<file path="config.mk">
export PLATFORM = sky130hd
export DESIGN_NAME = hazard_ctrl
export DESIGN_NICKNAME = d
export VERILOG_FILES = /design/src/rtl/hazard_ctrl.sv
export SDC_FILE = /design/constraint.sdc
export NUM_CORES = 1
export LEC_CHECK = 0
export CAP_MARGIN = 15
export CORE_ASPECT_RATIO = 2
export CORE_UTILIZATION = 38
export CTS_CLUSTER_SIZE = 10
export DETAILED_ROUTE_END_ITERATION = 8
export GPL_TIMING_DRIVEN = 0
export PLACE_DENSITY_LB_ADDON = 0.1
export SLEW_MARGIN = 20
export SYNTH_ARGS = -nofsm -noshare
export SYNTH_HDL_FRONTEND = slang
export SYNTH_SLANG_ARGS = --single-unit
export TNS_END_PERCENT = 30
</file>
<file path="constraint.sdc">
create_clock -name clk -period 6.6 [get_ports clk]
set_clock_uncertainty 0.05 [all_clocks]
set_input_delay 1.98 -clock clk [delete_from_list [all_inputs] [get_ports clk]]
set_output_delay 1.98 -clock clk [all_outputs]
set_load 0.1 [all_outputs]
</file>
<file path="src/rtl/hazard_ctrl.sv">
`default_nettype none
// ============================================================================
// Module   : hazard_ctrl
// Brief    : Stall/flush/forward controller for the 5-stage MIPS pipeline,
//            with shadow E/M/W hazard state and HI/LO unit occupancy.
// Revision : 1.0
// ============================================================================
module hazard_ctrl #(
    parameter int MDU_LAT = 4
) (
    input  logic       clk,
    input  logic       rst,
    input  logic [4:0] rs_d,
    input  logic [4:0] rt_d,
    input  logic       we_reg_d,
    input  logic [1:0] dm2reg_d,
    input  logic       branch_d,
    input  logic       jr_d,
    input  logic       hilo_we_d,
    input  logic       hilo_rd_d,
    input  logic [4:0] wa_e,
    output logic       stall_f,
    output logic       stall_d,
    output logic       flush_e,
    output logic       forward_ad,
    output logic       forward_bd,
    output logic [1:0] forward_ae,
    output logic [1:0] forward_be,
    output logic       mdu_busy
);

    localparam logic [3:0] C_MDU_LAT = 4'(MDU_LAT);
    localparam logic [1:0] C_DM_LOAD = 2'b01;
    localparam logic [1:0] C_FWD_RF  = 2'b00;
    localparam logic [1:0] C_FWD_WB  = 2'b01;
    localparam logic [1:0] C_FWD_MEM = 2'b10;

    logic [4:0] rs_e_q, rs_e_d;
    logic [4:0] rt_e_q, rt_e_d;
    logic       we_e_q, we_e_d;
    logic       load_e_q, load_e_d;
    logic [4:0] wa_m_q, wa_m_d;
    logic       we_m_q, we_m_d;
    logic       load_m_q, load_m_d;
    logic [4:0] wa_w_q, wa_w_d;
    logic       we_w_q, we_w_d;
    logic [3:0] mdu_cnt_q, mdu_cnt_d;

    logic w_e_hit_rs, w_e_hit_rt;
    logic w_m_ld_hit_rs, w_m_ld_hit_rt;
    logic w_lw_stall, w_br_stall, w_jr_stall, w_mdu_stall;
    logic w_stall;
    logic w_mdu_busy;

    // Execute operand select; register 0 is hard-wired and never forwarded.
    function automatic logic [1:0] fwd_e_sel(
        input logic [4:0] src,
        input logic       we_m,
        input logic [4:0] wa_m,
        input logic       we_w,
        input logic [4:0] wa_w
    );
        logic [1:0] sel;
        sel = C_FWD_RF;
        if (src != 5'd0 && we_m && src == wa_m) begin
            sel = C_FWD_MEM;
        end else if (src != 5'd0 && we_w && src == wa_w) begin
            sel = C_FWD_WB;
        end
        return sel;
    endfunction

    assign forward_ae = fwd_e_sel(rs_e_q, we_m_q, wa_m_q, we_w_q, wa_w_q);
    assign forward_be = fwd_e_sel(rt_e_q, we_m_q, wa_m_q, we_w_q, wa_w_q);
    assign forward_ad = (rs_d != 5'd0) && we_m_q && (rs_d == wa_m_q);
    assign forward_bd = (rt_d != 5'd0) && we_m_q && (rt_d == wa_m_q);

    assign w_e_hit_rs    = we_e_q && (wa_e != 5'd0) && (wa_e == rs_d);
    assign w_e_hit_rt    = we_e_q && (wa_e != 5'd0) && (wa_e == rt_d);
    assign w_m_ld_hit_rs = load_m_q && (wa_m_q != 5'd0) && (wa_m_q == rs_d);
    assign w_m_ld_hit_rt = load_m_q && (wa_m_q != 5'd0) && (wa_m_q == rt_d);

    assign w_lw_stall  = load_e_q && (w_e_hit_rs || w_e_hit_rt);
    assign w_br_stall  = branch_d && (w_e_hit_rs || w_e_hit_rt ||
                                      w_m_ld_hit_rs || w_m_ld_hit_rt);
    assign w_jr_stall  = jr_d && (w_e_hit_rs || w_m_ld_hit_rs);
    assign w_mdu_busy  = (mdu_cnt_q != 4'd0);
    assign w_mdu_stall = (hilo_rd_d || hilo_we_d) && w_mdu_busy;
    assign w_stall     = w_lw_stall || w_br_stall || w_jr_stall || w_mdu_stall;

    assign stall_f  = w_stall;
    assign stall_d  = w_stall;
    assign flush_e  = w_stall;
    assign mdu_busy = w_mdu_busy;

    always_comb begin
        rs_e_d    = rs_d;
        rt_e_d    = rt_d;
        we_e_d    = we_reg_d;
        load_e_d  = (dm2reg_d == C_DM_LOAD);
        wa_m_d    = wa_e;
        we_m_d    = we_e_q;
        load_m_d  = load_e_q;
        wa_w_d    = wa_m_q;
        we_w_d    = we_m_q;
        mdu_cnt_d = mdu_cnt_q;

        // The flushed slot becomes a bubble so no stale load or forward survives.
        if (w_stall) begin
            rs_e_d   = 5'd0;
            rt_e_d   = 5'd0;
            we_e_d   = 1'b0;
            load_e_d = 1'b0;
        end

        // A HI/LO writer starts the count only on the edge it leaves decode.
        if (hilo_we_d && !w_stall) begin
            mdu_cnt_d = C_MDU_LAT;
        end else if (w_mdu_busy) begin
            mdu_cnt_d = mdu_cnt_q - 4'd1;
        end
    end

    always_ff @(posedge clk or posedge rst) begin
        if (rst) begin
            rs_e_q    <= 5'd0;
            rt_e_q    <= 5'd0;
            we_e_q    <= 1'b0;
            load_e_q  <= 1'b0;
            wa_m_q    <= 5'd0;
            we_m_q    <= 1'b0;
            load_m_q  <= 1'b0;
            wa_w_q    <= 5'd0;
            we_w_q    <= 1'b0;
            mdu_cnt_q <= 4'd0;
        end else begin
            rs_e_q    <= rs_e_d;
            rt_e_q    <= rt_e_d;
            we_e_q    <= we_e_d;
            load_e_q  <= load_e_d;
            wa_m_q    <= wa_m_d;
            we_m_q    <= we_m_d;
            load_m_q  <= load_m_d;
            wa_w_q    <= wa_w_d;
            we_w_q    <= we_w_d;
            mdu_cnt_q <= mdu_cnt_d;
        end
    end

endmodule
`default_nettype wire

</file>
-- Yosys cells after proc, flatten, opt, wreduce, memory -nomap -nowiden
Cells that the tools add are included.
- output and inout bits: 10
- register bits after elaboration: 29
- $add $sub $neg: 1
- mux-type cells: 10
- eq/ne operators: 11
- reduce and logical (&&, ||, !) cells: 40
- operator list (cell ; number):
    $eq 5x5->1 ; 10
    $reduce_bool 5->1 ; 6
    $logic_and 1x1->1 ; 23
    $mux 5 ; 2
    $logic_or 1x1->1 ; 8
    $mux 4 ; 2
    $mux 1 ; 4
    $mux 2 ; 2
    $reduce_bool 4->1 ; 1
    $sub 4x1->4 const B ; 1
    $eq 2x1->1 const B ; 1
    $reduce_bool 2->1 ; 1
    $logic_not 1->1 ; 1

-- Longest topological paths before layout
Gate-level depths: netlist of the first run.
- depth in word-level cells: 13
- mapped depth: 9
- gate-level depth less buffers: 6

-- Worst setup path before layout of the first run
OpenSTA, ideal clock, no wires.
- path kind: register to output
- start: reg wa_m_q[3]
- end: out forward_ae[0]
- path slack: -1.081 ns
- path buffers: 1
- arrival time: 5.651 ns
- stages on the path, launching flop included: 6
- path through: dfrtp_1 -> clkbuf_1 -> xnor2_1 -> nand4_1 -> nor4_1 -> nor4_1
- cells in the longest elaborated chain, start to end: 3
- ends and longest elaborated chain (item ; line ; RTL):
    start, declared ; 42 ; logic [4:0] wa_m_q, wa_m_d;
    start signal, assigned ; 141 ; wa_m_q <= wa_m_d;
    $eq 5x5->1 ; 65 ; if (src != 5'd0 && we_m && src == wa_m) begin
    $logic_and 1x1->1 ; 65 ;
    $mux 2 ; 65 ;
    end, declared ; 27 ; output logic [1:0] forward_ae,
Every way passes these cells.

-- Final worst setup path of the first run
- start: in wa_e[2]
- end: out stall_d
- cells in the longest elaborated chain, start to end: 10
- elaborated cells between the ends (all ways): 16
- ends and longest elaborated chain (item ; line ; RTL):
    start, declared ; 21 ; input logic [4:0] wa_e,
    $reduce_bool 5->1 ; 78, 79 ;
    $logic_and 1x1->1 ; 78, 79 ;
    $logic_and 1x1->1 (on tied branches) ; 78, 79 ;
    $logic_or 1x1->1 ; 83, 84 ;
    $logic_or 1x1->1 ; 84 ; assign w_br_stall = branch_d && (w_e_hit_rs || w_e_hit_rt ||
    $logic_or 1x1->1 ; 85 ; w_m_ld_hit_rs || w_m_ld_hit_rt);
    $logic_and 1x1->1 ; 84 ;
    $logic_or 1x1->1 ; 89 ; assign w_stall = w_lw_stall || w_br_stall || w_jr_stall || w_mdu_stall;
    $logic_or 1x1->1 (*) (2 in series) ; 89 ;
    end, declared ; 23 ; output logic stall_d,
Every way passes the cells marked *; elsewhere a longest branch is shown, timed or not.

==> flow_summary.json, run 1 <==
{
  "status": "finished clean",
  "num_antenna_cells": 0,
  "min_from": "we_e_q",
  "finalCritPeriodShare_pct": 96.8,
  "cp-end-kind": "output port",
  "final_common_cell": "clkdlybuf4s50_1",
  "period_needed_ps": 6390,
  "fp.dieArea_um2": 4440,
  "viasPerCell": 5.06,
  "ys_types": 30,
  "htree_num_levels": 2,
  "start_util_pct": 40.3,
  "post-route-util_pct": 52.5,
  "place_ws_ps": -702,
  "cts-root-buf": "clkbuf_8",
  "synthArstFlopShare_pct": 100,
  "synth_seq_cells": 29,
  "syn_nets": 177,
  "cts_buffer_depth": 2,
  "setup_viol": 0,
  "synth_flop_cell": "dfrtp_1",
  "die_h_um": 93.3,
  "routabilityCongestion": 0.844,
  "syn_inst": 151,
  "hold_viol": 0,
  "io_buffers": 33,
  "mostFrequentLayoutCells": "clkdlybuf4s50_1 (30), dfrtp_1 (29), xnor2_1 (24)",
  "r2r-start": "wa_m_q[3]",
  "wl_um": 3480,
  "rr_worst_depth": 8,
  "drc": 0,
  "die_x_um": 47.6,
  "cp-start-kind": "primary input",
  "clkTransAtPathRegs_ps": 60,
  "track_usage_pct": 18.9,
  "rsz0062_at_grt": "no",
  "grt_first_pass_wirelength_um": 5730,
  "cts_tree": "built",
  "crit_fanout": 10,
  "ioPinCount": 34,
  "ant_nets": 0,
  "drt_iter0_markers": 20,
  "maxCapViolations": 0,
  "grt_max_degree": 30,
  "syn_area_um2": 1580,
  "crit_required_ps": 4570,
  "fmax_ghz": 0.157,
  "seq_area_frac_synth_pct": 45.8,
  "power_density_nw_per_um2": 314,
  "worstSetupPathType": "primary input to output port",
  "first_global_vias": 1280,
  "synth_enable_flop_cells": 0,
  "cts_setup_buffers": 0,
  "drive_gt1_share_pct": 10.9,
  "overflow": 0,
  "max_slew_margin_pct": 34.4,
  "clock-sinks": 29,
  "p_leak_nw": 0.831,
  "clk_latency_ps": 280,
  "holdWs_ps": 320,
  "arrival_ps": 4360,
  "min_path_cells": 0,
  "core.rowCount": 32,
  "dr.pass1.iters": 4,
  "ff2ff_setup_slack_ps": 4300,
  "routedWlPerCell_um": 14.3,
  "core_um2": 3920,
  "whs_endpoint": "we_m_q",
  "ys_warn_count": 0,
  "fillerInstances": 395,
  "worstMarginPinSlew_ps": 981,
  "layout.nets": 217,
  "drv_slew": 0,
  "avgSynthCellArea_um2": 10.5,
  "hpwl_um": 2870,
  "worst_hold_path_type": "flip-flop to flip-flop",
  "area_growth_pct": 30.1,
  "ir_worst_vdd_v": 0.000276,
  "antenna_found_initial": 0,
  "rr_endpoint": "rs_e_q[0]",
  "setup_ws_ps": 210,
  "vias": 1229,
  "cts_buffers": 5
}
[power by group]
group | internal [W] | total, W | switching, W
Clock | 0.0000728 | 0.000138 | 0.0000656
Combinational | 0.000107 | 0.000268 | 0.000161
Sequential | 0.000211 | 0.000240 | 0.0000289
Total | 0.000391 | 0.000646 | 0.000255
[area by class of cell]
type | count | area, um^2 | share of cell area, %
Sequential cell | 29 | 726 | 35.2
Clock inverter | 2 | 10.0 | 0.486
Buffer | 9 | 57.6 | 2.79
Inverter | 5 | 18.8 | 0.911
Clock buffer | 6 | 72.6 | 3.52
Tap cell | 51 | 63.8 | 3.10
Timing Repair Buffer | 33 | 318 | 15.4
Multi-Input combinational cell | 108 | 793 | 38.5
[synth_stat cells (2+ instances only)]
master | count | area share, %
nand3_1 | 2 | 0.63
a21oi_1 | 2 | 0.63
or4_1 | 6 | 2.8
nand2_1 | 4 | 0.95
buf_6 | 2 | 1.4
nor3_1 | 4 | 1.3
xor2_1 | 18 | 10
buf_4 | 2 | 0.95
xnor2_1 | 24 | 13
dfrtp_1 | 29 | 46
o21ai_0 | 3 | 0.95
ha_1 | 2 | 1.6
a31oi_1 | 2 | 0.79
nor4_1 | 6 | 2.4
inv_1 | 4 | 0.95
nor2_1 | 10 | 2.4
clkbuf_1 | 4 | 0.95
and2_1 | 12 | 4.7
nand4_1 | 4 | 1.6
[through the flow]
step / setup TNS, ps / cell area (um^2) / cells / power [W]
5_1_grt: 0 / 2060 / 243 / 0.000686
4_1_cts: 0 / 2050 / 243 / 0.000653
3_3_place_gp: -1940 / 1980 / 235 / 0.000509
2_1_floorplan: -1080 / 1590 / 151 / 0.000447
6_report: 0 / 2060 / 243 / 0.000646
3_5_place_dp: -2020 / 1980 / 235 / 0.000519
[metal layers]
layer	wire length, um	GRT usage [%]
met1	1230	19.1
met2	2010	33.4
met3	93	2.90
met4	151	11.1
met5	0	0
[flip-flops by register name, indices dropped and copies added, names as in the netlist]
name,flops
we_w_q,1
we_e_q,1
mdu_cnt_q,4
we_m_q,1
rs_e_q,5
load_e_q,1
load_m_q,1
wa_m_q,5
wa_w_q,5
rt_e_q,5
[worst max-delay path, cell delays in order]
cell and delay, ps:
clkdlybuf4s50_1 510, xor2_1 210, nor4_2 390, o311ai_1 160, a21oi_1 300, nor4_4 90
buf_6 150, inv_2 60, buf_4 90, buf_2 410
[logic make-up after synthesis]
logic type,share of synthesized area [%]
fa+ha+maj,1.58
buf+inv,4.82
simple gates,19.1
compound gates,5.46
flops,45.9
xor+xnor,23.2
[timing repair]
action,4_1_cts,5_1_grt
endpoints found under the setup margin,3,2
gates cloned,0,0
hold buffers,0,0
resized for setup,15,1
[worst max path at each step]
stage                     startpoint            end  slack [ps]
final                        wa_e[2]        stall_d         210
after global routing         wa_e[2]        stall_d          30
after CTS                    wa_e[2]        stall_d           3
after detailed placement     wa_e[2]        stall_d        -700
after global placement       wa_e[2]        stall_d        -680
after floorplan            wa_m_q[0]  forward_be[0]       -1080
No activity file was read; power rests on OpenSTA's default activity.
==> run 2: changes to the inputs <==
Settings changed: CTS_CLUSTER_SIZE 10 to default.
==> results of run 2 <==
Final layout, timing and power as in run 1 (identical DEF).
==> run 3: changes to the inputs <==
Settings changed: GPL_ROUTABILITY_DRIVEN from default to 1.
==> results of run 3 <==
Final layout, timing and power as in run 1 (identical DEF).
